`src/rtl/seg_transition_ctl.sv`:
```
// -----------------------------------------------------------------------------
// seg_transition_ctl
//
// Chooses which of the two buffer segments (0/1) the modulation/STM read path
// plays. A host UPDATE latches a target segment, a transition mode and a mode
// argument. The block waits for that mode's trigger and then flips the active
// segment. Per-segment repeat counts make the read path stop once a finite
// count runs out. In EXT mode the block instead alternates between the two
// segments.
//
// Optional feature macro: TRANSITION_GPIO_EN
//   defined   -> mode 0x02 (GPIO) is valid and uses a GPIO rising-edge trigger
//   undefined -> mode 0x02 is rejected like any unknown code; i_gpio_in unused
//
// Ports:
//   i_clk               system clock, rising edge
//   i_rst               synchronous active-high reset
//   i_update            one-cycle pulse, latch the request fields below
//   i_req_rd_segment    requested segment
//   i_transition_mode   mode code (00 SYNC_IDX, 01 SYS_TIME, 02 GPIO,
//                       F0 EXT, FF IMMEDIATE)
//   i_transition_value  mode argument (time, or GPIO index in bits [1:0])
//   i_rep0 / i_rep1     repeat count per segment, 16'hFFFF = infinite
//   i_idx_wrap          read index wrapped from the last entry to 0
//   i_sys_time          synchronized free-running system time
//   i_gpio_in           synchronized external trigger lines
//   o_segment           active read segment
//   o_stop              repeat count exhausted, read path holds
//   o_switched          one-cycle pulse when o_segment is (re)loaded
//   o_pending           a request is latched and waiting
//   o_err               one-cycle pulse after an UPDATE with an invalid mode
// -----------------------------------------------------------------------------
module seg_transition_ctl #(
  parameter int SYS_TIME_W = 64,
  parameter int GPIO_W     = 4
) (
  input  logic                  i_clk,
  input  logic                  i_rst,
  input  logic                  i_update,
  input  logic                  i_req_rd_segment,
  input  logic [7:0]            i_transition_mode,
  input  logic [SYS_TIME_W-1:0] i_transition_value,
  input  logic [15:0]           i_rep0,
  input  logic [15:0]           i_rep1,
  input  logic                  i_idx_wrap,
  input  logic [SYS_TIME_W-1:0] i_sys_time,
  input  logic [GPIO_W-1:0]     i_gpio_in,
  output logic                  o_segment,
  output logic                  o_stop,
  output logic                  o_switched,
  output logic                  o_pending,
  output logic                  o_err
);

  localparam logic [7:0]  MODE_SYNC_IDX  = 8'h00;
  localparam logic [7:0]  MODE_SYS_TIME  = 8'h01;
  localparam logic [7:0]  MODE_GPIO      = 8'h02;
  localparam logic [7:0]  MODE_EXT       = 8'hF0;
  localparam logic [7:0]  MODE_IMMEDIATE = 8'hFF;
  localparam logic [15:0] REP_INFINITE   = 16'hFFFF;

  typedef enum logic [1:0] {
    ST_RUN  = 2'd0,
    ST_WAIT = 2'd1,
    ST_HALT = 2'd2
  } state_t;

  // Accepted mode codes; GPIO only when the trigger hardware is built in.
  function automatic logic f_mode_valid(input logic [7:0] mode);
    logic v;
    case (mode)
      MODE_SYNC_IDX, MODE_SYS_TIME, MODE_EXT, MODE_IMMEDIATE: v = 1'b1;
`ifdef TRANSITION_GPIO_EN
      MODE_GPIO: v = 1'b1;
`endif
      default: v = 1'b0;
    endcase
    return v;
  endfunction

  state_t                r_state;
  logic                  r_segment;
  logic                  r_stop;
  logic                  r_switched;
  logic                  r_pending;
  logic                  r_err;
  logic                  r_tgt_seg;
  logic [7:0]            r_mode;
  logic [SYS_TIME_W-1:0] r_value;
  logic [15:0]           r_loop_cnt;
  logic                  r_ext_armed;

  logic                  w_gpio_rise;
  logic                  w_cond;
  logic                  w_trigger;
  logic [15:0]           w_rep_cur;
  logic                  w_counting;
  logic                  w_exhaust;
  logic                  w_update_ok;

`ifdef TRANSITION_GPIO_EN
  logic [GPIO_W-1:0]     r_gpio_d;

  // Rising edge of the selected GPIO line against its one-cycle delayed copy.
  always_comb begin
    w_gpio_rise = i_gpio_in[r_value[1:0]] & ~r_gpio_d[r_value[1:0]];
  end

  // Delayed copy of the GPIO lines used for edge detection.
  always_ff @(posedge i_clk) begin
    if (i_rst) begin
      r_gpio_d <= {GPIO_W{1'b0}};
    end else begin
      r_gpio_d <= i_gpio_in;
    end
  end
`else
  logic                  w_unused_gpio;
  assign w_unused_gpio = ^i_gpio_in;
  assign w_gpio_rise   = 1'b0;
`endif

  // Trigger and repeat-exhaustion conditions for the current cycle.
  always_comb begin
    w_cond = 1'b0;
    case (r_mode)
      // While stopped, no further wraps arrive, so the sync point is now.
      MODE_SYNC_IDX:  w_cond = i_idx_wrap | r_stop;
      MODE_SYS_TIME:  w_cond = (i_sys_time >= r_value);
      MODE_GPIO:      w_cond = w_gpio_rise;
      MODE_EXT:       w_cond = 1'b1;
      MODE_IMMEDIATE: w_cond = 1'b1;
      default:        w_cond = 1'b0;
    endcase
    w_trigger   = (r_state == ST_WAIT) && w_cond;
    w_rep_cur   = r_segment ? i_rep1 : i_rep0;
    w_counting  = (r_state != ST_HALT) && i_idx_wrap && (w_rep_cur != REP_INFINITE);
    // The counter equals REP on the wrap that ends play number REP+1.
    w_exhaust   = w_counting && (r_loop_cnt == w_rep_cur);
    w_update_ok = i_update && f_mode_valid(i_transition_mode);
  end

  // Sequencer: request latch, segment switching, repeat counting, halt.
  always_ff @(posedge i_clk) begin
    if (i_rst) begin
      r_state     <= ST_RUN;
      r_segment   <= 1'b0;
      r_stop      <= 1'b0;
      r_switched  <= 1'b0;
      r_pending   <= 1'b0;
      r_err       <= 1'b0;
      r_tgt_seg   <= 1'b0;
      r_mode      <= MODE_SYNC_IDX;
      r_value     <= {SYS_TIME_W{1'b0}};
      r_loop_cnt  <= 16'd0;
      r_ext_armed <= 1'b0;
    end else begin
      r_switched <= 1'b0;
      r_err      <= i_update && !f_mode_valid(i_transition_mode);

      // A firing trigger takes priority over exhaustion in the same cycle.
      if (w_trigger) begin
        r_segment   <= r_tgt_seg;
        r_switched  <= 1'b1;
        r_pending   <= 1'b0;
        r_loop_cnt  <= 16'd0;
        r_stop      <= 1'b0;
        r_state     <= ST_RUN;
        r_ext_armed <= (r_mode == MODE_EXT);
      end else if (w_exhaust) begin
        if (r_ext_armed) begin
          r_segment  <= ~r_segment;
          r_switched <= 1'b1;
          r_loop_cnt <= 16'd0;
        end else begin
          r_state   <= ST_HALT;
          r_stop    <= 1'b1;
          r_pending <= 1'b0;
        end
      end else if (w_counting && (r_loop_cnt != 16'hFFFF)) begin
        r_loop_cnt <= r_loop_cnt + 16'd1;
      end else begin
        r_loop_cnt <= r_loop_cnt;
      end

      // A valid UPDATE is latched after any old request has fired.
      if (w_update_ok) begin
        r_tgt_seg <= i_req_rd_segment;
        r_mode    <= i_transition_mode;
        r_value   <= i_transition_value;
        r_state   <= ST_WAIT;
        r_pending <= 1'b1;
        if (i_transition_mode != MODE_EXT) begin
          r_ext_armed <= 1'b0;
        end
      end
    end
  end

  assign o_segment  = r_segment;
  assign o_stop     = r_stop;
  assign o_switched = r_switched;
  assign o_pending  = r_pending;
  assign o_err      = r_err;

endmodule
```
`config.mk`:
```
export PLATFORM = sky130hd
export DESIGN_NAME = seg_transition_ctl
export DESIGN_NICKNAME = d
export VERILOG_FILES = /design/src/rtl/seg_transition_ctl.sv
export SDC_FILE = /design/constraint.sdc
export NUM_CORES = 1
export LEC_CHECK = 0
export ABC_AREA = 1
export CAP_MARGIN = 20
export CORE_ASPECT_RATIO = 0.5
export CORE_MARGIN = 2
export CORE_UTILIZATION = 49
export CTS_BUF_LIST = sky130_fd_sc_hd__clkbuf_4
export CTS_CLUSTER_SIZE = 30
export DETAILED_ROUTE_END_ITERATION = 12
export HOLD_SLACK_MARGIN = 0.03
export PLACE_DENSITY = 0.83
export SLEW_MARGIN = 20
export SYNTH_ARGS = -nofsm -noshare
export SYNTH_HDL_FRONTEND = slang
export SYNTH_SLANG_ARGS = --single-unit
```
`constraint.sdc`:
```
create_clock -name i_clk -period 2.9 [get_ports i_clk]
set_input_delay 0.87 -clock i_clk [delete_from_list [all_inputs] [get_ports i_clk]]
set_output_delay 0.87 -clock i_clk [all_outputs]
set_load 0.02 [all_outputs]
```
==> results of run 1 <==
## registers in the layout, summed over array words and instances (netlist names), 2 cells and up
name,count
r_value,64
r_loop_cnt,16
r_mode,8
r_state,2
## path summary, 6_finish.rpt
kind / to / startpoint / slack [ps]
setup reg to reg: r_loop_cnt[0] / r_value[47] / 630
hold / removal: r_value[52] / r_value[52] / 470
setup / recovery: r_loop_cnt[0] / i_sys_time[57] / 180
hold reg to reg: r_value[52] / r_value[52] / 470
## worst max-delay path, cell delays in order
cell             delay (ps)
clkdlybuf4s50_1         440
ha_1                    320
nand4_1                 100
nor3_1                  230
nand3_1                 140
nor2_1                  220
nand4_1                 120
nand3_1                 100
nand2_1                  50
nand2_1                  80
nand2_1                  90
nand2_1                 110
buf_12                  160
a21oi_1                  50
## logic make-up (layout without fill, tap and decap cells)
group,Yosys count,after routing,share of synthesized area
AOI/OAI and AO/OA,211,211,0.182
xor gates and xnor gates,27,27,0.0451
adders and majority gates,65,65,0.138
buffers and inverters,131,313,0.0923
DFF,96,96,0.325
and+or+nand+nor,284,284,0.218
## where the power goes
part / internal (uW) / switching [uW]
registers: 1330 / 5.71
logic: 312 / 200
clock network: 281 / 456
## area by class of cell
cell class	instances	area (sq um)	area share
Timing Repair Buffer	199	1970	0.245
Multi-Input combinational cell	587	3450	0.428
Tap cell	165	206	0.0256
Clock inverter	5	57.6	0.00713
Clock buffer	11	82.6	0.0102
Sequential cell	96	1920	0.238
Inverter	98	375	0.0465
## Yosys cell counts, types with 3 or more instances
library cell and instances:
buf_6 3, clkbuf_1 25, inv_1 97, ha_1 65, nand3_1 35, nand4_1 19, a21oi_1 125, nand2_1 138
xor2_1 21, o21ai_0 77, dfxtp_1 96, buf_4 3, nor4_1 6, nand2_2 7, o21a_1 4, a21o_1 3
nor3_1 14, nor2_1 52
## metrics by stage
stage	setup slack, ps	instances	hold slack [ps]	setup TNS [ps]	power (uW)
detailed placement	-276	1145	450	-5830	1880
floorplan	298	814	433	0	1570
global route	38.4	1161	487	0	2720
finish	179	1161	467	0	2590
CTS	183	1161	469	0	2610
global placement	-235	1145	442	-4930	1860
## per-layer routing
layer	wire length [um]	GRT usage	part of all wire	vias to the layer above
met5	0	0	0	-
met4	403	0.0927	0.026	0
met3	751	0.0475	0.049	38
met2	7510	0.451	0.49	170
met1	6570	0.266	0.43	2662
li1	-	-	-	3068
==> metrics.csv, run 1 <==
stage,metric,value,unit
clocking,htree_levels,3,
yosys,async_flop_share,0,
yosys,ys_top_cells_by_area,"dfxtp_1 33%, ha_1 14%, a21oi_1 11%",
drt,vias,5938,
global_routing,grt_usage,0.236,
run,maxCapViolCount,0,
sta,rsz0062_at_grt,no,
drt,via_per_inst,5.11,
placed_design,place.detailed.hpwl,12.1,mm
global_routing,grt-ovfl-total,0,
floorplan,die_y,81.7,um
clocking,root_buffer,clkbuf_4,
clocking,cts_tree,yes,
yosys,yosysTopAreaCell,dfxtp_1,
outcome,status,"finished, final reports clean",
critical_path,r2r_cells,14,
global_routing,antenna_found_initial,0,
drt,drc_errors,0,
clocking,clk_pin_slew,140,ps
floorplan,core-area,11800,sq um
yosys,ys_types,35,
final_layout,area_growth,36.5,%
sta,worst_pin_slew,472,ps
yosys,synthCells,814,
clocking,cts_hold_buffers,0,
yosys,yosysSeqAreaShare,0.325,
clocking,cts_setup_buffers,0,
yosys,synth_area,5910,sq um
pwr,ir_drop,0.000179,V
critical_path,path_class,input pin to flop,
clocking,numCtsBuffers,9,
drt,drt_wl_total,15.2,mm
final_layout,fillers,998,
pwr,cellPowerDensity,320,nW/um^2
final_layout,final_cell_mix,"177 x clkdlybuf4s50_1, 137 x nand2_1, 125 x a21oi_1",
final_layout,post-route-util,0.684,
final_layout,n_antenna_cell,0,
floorplan,dieArea,13000,sq um
drt,drtPass1Iterations,7,
sta,skew,13.7,ps
placed_design,place_area,7930,sq um
critical_path,cp.arrival,3090,ps
sta,slew_viol_final,0,
pwr,leakagePower,0.00314,uW
floorplan,start_util,0.501,
sta,period_share,0.938,
hold_path,hp-class,flop to flop,
sta,hold_viol,0,
drt,drt_iter0_markers,218,
critical_path,startpoint_type,input pin,
critical_path,endpoint_kind,flop,
placed_design,gp_congestion,0.984,
sta,setup_viol,0,
final_layout,final_common_cell,clkdlybuf4s50_1,
yosys,synth-edff-count,0,
sta,fin_crit,2720,ps
final_layout,drive_gt1_frac,0.0582,
yosys,syn_avg_cell_area,7.26,sq um
sta,fmax,367,MHz
critical_path,critPathMaxFanout,18,
yosys,synth_top_area_frac,0.325,
clocking,clockBufferDepth,2,
sta,max_slew_margin,0.683,
drt,avgRoutedWirePerCell,13.1,um
floorplan,std_cell_rows,28,
drt,ant_nets,0,
clocking,numClockSinks,96,
clocking,insertion_delay,470,ps
floorplan,pin_count,182,
final_layout,fin_nets,1233,
yosys,synth-seq-cells,96,
yosys,syn_nets,1056,
critical_path,crit_required,3270,ps
yosys,yosys_warnings,0,
global_routing,grt_max_degree,56,
placed_design,port-buffer-count,177,
floorplan,dieWidth,159,um
hold_path,hold_path_depth,2,
yosys,ys.flop_type,dfxtp_1,
global_routing,grt_pass1_wl,25.2,mm
final_layout,finalInstanceArea,8070,sq um
global_routing,grt_pass1_vias,5764,
clocking,ctsResizeCount,0,
Note: power is estimated with default switching activity, not from simulation.
==> run 2, diff against run 1 <==
--- a/config.mk
+++ b/config.mk
@@ -6,7 +6,7 @@
 export NUM_CORES = 1
 export LEC_CHECK = 0
 export ABC_AREA = 1
-export CAP_MARGIN = 20
+export CAP_MARGIN = 10
 export CORE_ASPECT_RATIO = 0.5
 export CORE_MARGIN = 2
 export CORE_UTILIZATION = 49
==> results of run 2 <==
Final layout, timing and power as in run 1 (identical DEF).
==> run 3, diff against run 2 <==
--- a/config.mk
+++ b/config.mk
@@ -9,12 +9,11 @@
 export CAP_MARGIN = 10
 export CORE_ASPECT_RATIO = 0.5
 export CORE_MARGIN = 2
-export CORE_UTILIZATION = 49
+export CORE_UTILIZATION = 32
 export CTS_BUF_LIST = sky130_fd_sc_hd__clkbuf_4
 export CTS_CLUSTER_SIZE = 30
 export DETAILED_ROUTE_END_ITERATION = 12
 export HOLD_SLACK_MARGIN = 0.03
-export PLACE_DENSITY = 0.83
 export SLEW_MARGIN = 20
 export SYNTH_ARGS = -nofsm -noshare
 export SYNTH_HDL_FRONTEND = slang
==> run 3 against run 2 <==
Compared with the run above: sequential cell count did not move; clock skew fell by 1.5 ps; worst setup slack improved by 28 ps; total power rose by 3.4%; first-iteration DRC count rose by 2.3%; die area rose by 51%; wire length rose by 6.3%; critical path type unchanged; largest cell class unchanged.
==> metrics.csv, run 3 (synthesis results as in run 1) <==
stage,metric,value,unit,change
outcome,status,"finished, final reports clean",,
sta,worst_slack,206,ps,+27.6 ps
final_layout,fin_nets,1242,,+0.73%
final_layout,fillers,1849,,+85%
drt,drtPass1Iterations,5,,-2
clocking,insertion_delay,450,ps,-20 ps
drt,drt_iter0_markers,223,,+2.3%
pwr,ir_drop,0.000163,V,-8.6%
critical_path,crit_required,3260,ps,about the same
critical_path,endpoint_kind,flop,,
clocking,htree_levels,3,,unchanged
pwr,cellPowerDensity,320,nW/um^2,-0.23%
placed_design,dp.cells,1228,,+7.2%
hold_path,hp-class,flop to flop,,
final_layout,drive_gt1_frac,0.0767,,+0.0185
sta,setup_viol,0,,unchanged
critical_path,crit_start,i_sys_time[43],,
clocking,ctsResizeCount,0,,unchanged
hold_path,min_from,r_value[31],,
placed_design,gp_congestion,0.877,,-11%
drt,drc_errors,0,,unchanged
sta,slew_viol_final,0,,unchanged
sta,fin_crit,2690,ps,-27.6 ps
final_layout,final_cell_mix,"177 x clkdlybuf4s50_1, 134 x nand2_1, 124 x a21oi_1",,
clocking,cts_hold_buffers,0,,unchanged
floorplan,start_util,0.324,,-0.177
final_layout,post-route-util,0.458,,-0.226
placed_design,port-buffer-count,177,,unchanged
final_layout,area_growth,41.5,%,
global_routing,antenna_found_initial,1,,+1
placed_design,place.detailed.hpwl,12.6,mm,+4.0%
final_layout,layout.cells.non_filler,1245,,+7.2%
critical_path,r2r_cells,13,,-1
sta,period_share,0.929,,-0.00952
final_layout,largest_reg_flops,64,,unchanged
floorplan,dieArea,19600,sq um,+51%
placed_design,place_area,8120,sq um,+2.4%
drt,drt_wl_total,16.2,mm,+6.3%
critical_path,cp.arrival,3050,ps,-40 ps
sta,rsz0062_at_grt,no,,
critical_path,path_class,input pin to flop,,
floorplan,std_cell_rows,35,,+25%
clocking,root_buffer,clkbuf_4,,
hold_path,hold_path_depth,2,,unchanged
global_routing,grt_pass1_wl,26.3,mm,+4.4%
clocking,numClockSinks,96,,unchanged
global_routing,grt_max_degree,63,,+13%
clocking,cts_tree,yes,,
clocking,clockBufferDepth,2,,unchanged
placed_design,place_ws,-356,ps,-80.5 ps
clocking,numCtsBuffers,9,,unchanged
critical_path,startpoint_type,input pin,,
final_layout,top_regs,"r_value (64), r_loop_cnt (16), r_mode (8)",,
global_routing,grt_usage,0.166,,-0.0705
critical_path,critPathMaxFanout,9,,-9
floorplan,die_y,100,um,+23%
floorplan,dieWidth,196,um,+23%
sta,hold_viol,0,,unchanged
drt,via_per_inst,4.69,,-8.3%
sta,max_slew_margin,0.632,,-0.0514
floorplan,core-area,18300,sq um,+55%
critical_path,r2r-start,o_segment,,
sta,worst_pin_slew,552,ps,+80.0 ps
clocking,cts_setup_buffers,0,,unchanged
drt,ant_nets,0,,unchanged
final_layout,seqCellArea,1920,sq um,unchanged
drt,vias,5837,,-1.7%
sta,fmax,371,MHz,+1.0%
global_routing,grt-ovfl-total,0,,unchanged
final_layout,top_register,r_value,,
sta,skew,12.2,ps,-1.50 ps
run,maxCapViolCount,0,,unchanged
clocking,clk_pin_slew,150,ps,about the same
floorplan,pin_count,182,,unchanged
drt,avgRoutedWirePerCell,13.0,um,-0.85%
pwr,leakagePower,0.00321,uW,+2.4%
global_routing,grt_pass1_vias,5736,,-0.49%
final_layout,finalInstanceArea,8370,sq um,+3.6%
final_layout,final_common_cell,clkdlybuf4s50_1,,
sta,whs,465,ps,-1.85 ps
final_layout,multiInputGateArea,3520,sq um,+1.8%
==> run 3: cell types whose count changed in the layout (fill, tap and decap cells not counted), sizes merged <==
cell	change
bufinv	+1
clkbuf	-1
buf	+8
clkinv	+1
clkinvlp	-1
diode	+1
==> run 3: power by group <==
group	internal, uW	switching, uW	leakage [uW]
Sequential	1330	6.15	0.000774
Clock	343	461	0.0000794
Combinational	327	207	0.00236
==> run 3: critical path, cell delays in order <==
cell,delay (ps)
clkdlybuf4s50_1,460
ha_4,300
nand4_1,110
nor3_2,240
nand3_1,130
nor2_2,110
buf_4,120
nand4_1,70
nand3_1,90
nand2_1,60
nand2_2,80
nand2_2,90
nand2_4,100
clkbuf_16,170
a21oi_1,40
==> run 3: worst paths after layout <==
path	endpoint	slack (ps)
max	r_loop_cnt[2]	210
min	r_value[31]	470
max reg2reg	r_loop_cnt[9]	580
min reg2reg	r_value[31]	470
==> run 3: area by class of cell <==
cell class,instances,share of cell area
Multi-Input combinational cell,587,0.420
Sequential cell,96,0.230
Inverter,98,0.0449
Tap cell,240,0.0359
Clock inverter,6,0.0102
Antenna cell,1,0.000299
Timing Repair Buffer,208,0.251
Clock buffer,9,0.00808
==> run 3: metrics by stage <==
stage	total power (uW)	setup TNS (ps)
after floorplan	1570	0
after global placement	1880	-7550
after CTS	2710	0
after global routing	2830	0
after detailed placement	1890	-9720
final	2670	0
==> run 3: routing by layer <==
layer | GRT usage | wire [um]
met5 | 0 | 0
met4 | 0.0367 | 144
met3 | 0.0386 | 677
met2 | 0.310 | 8060
met1 | 0.194 | 7320
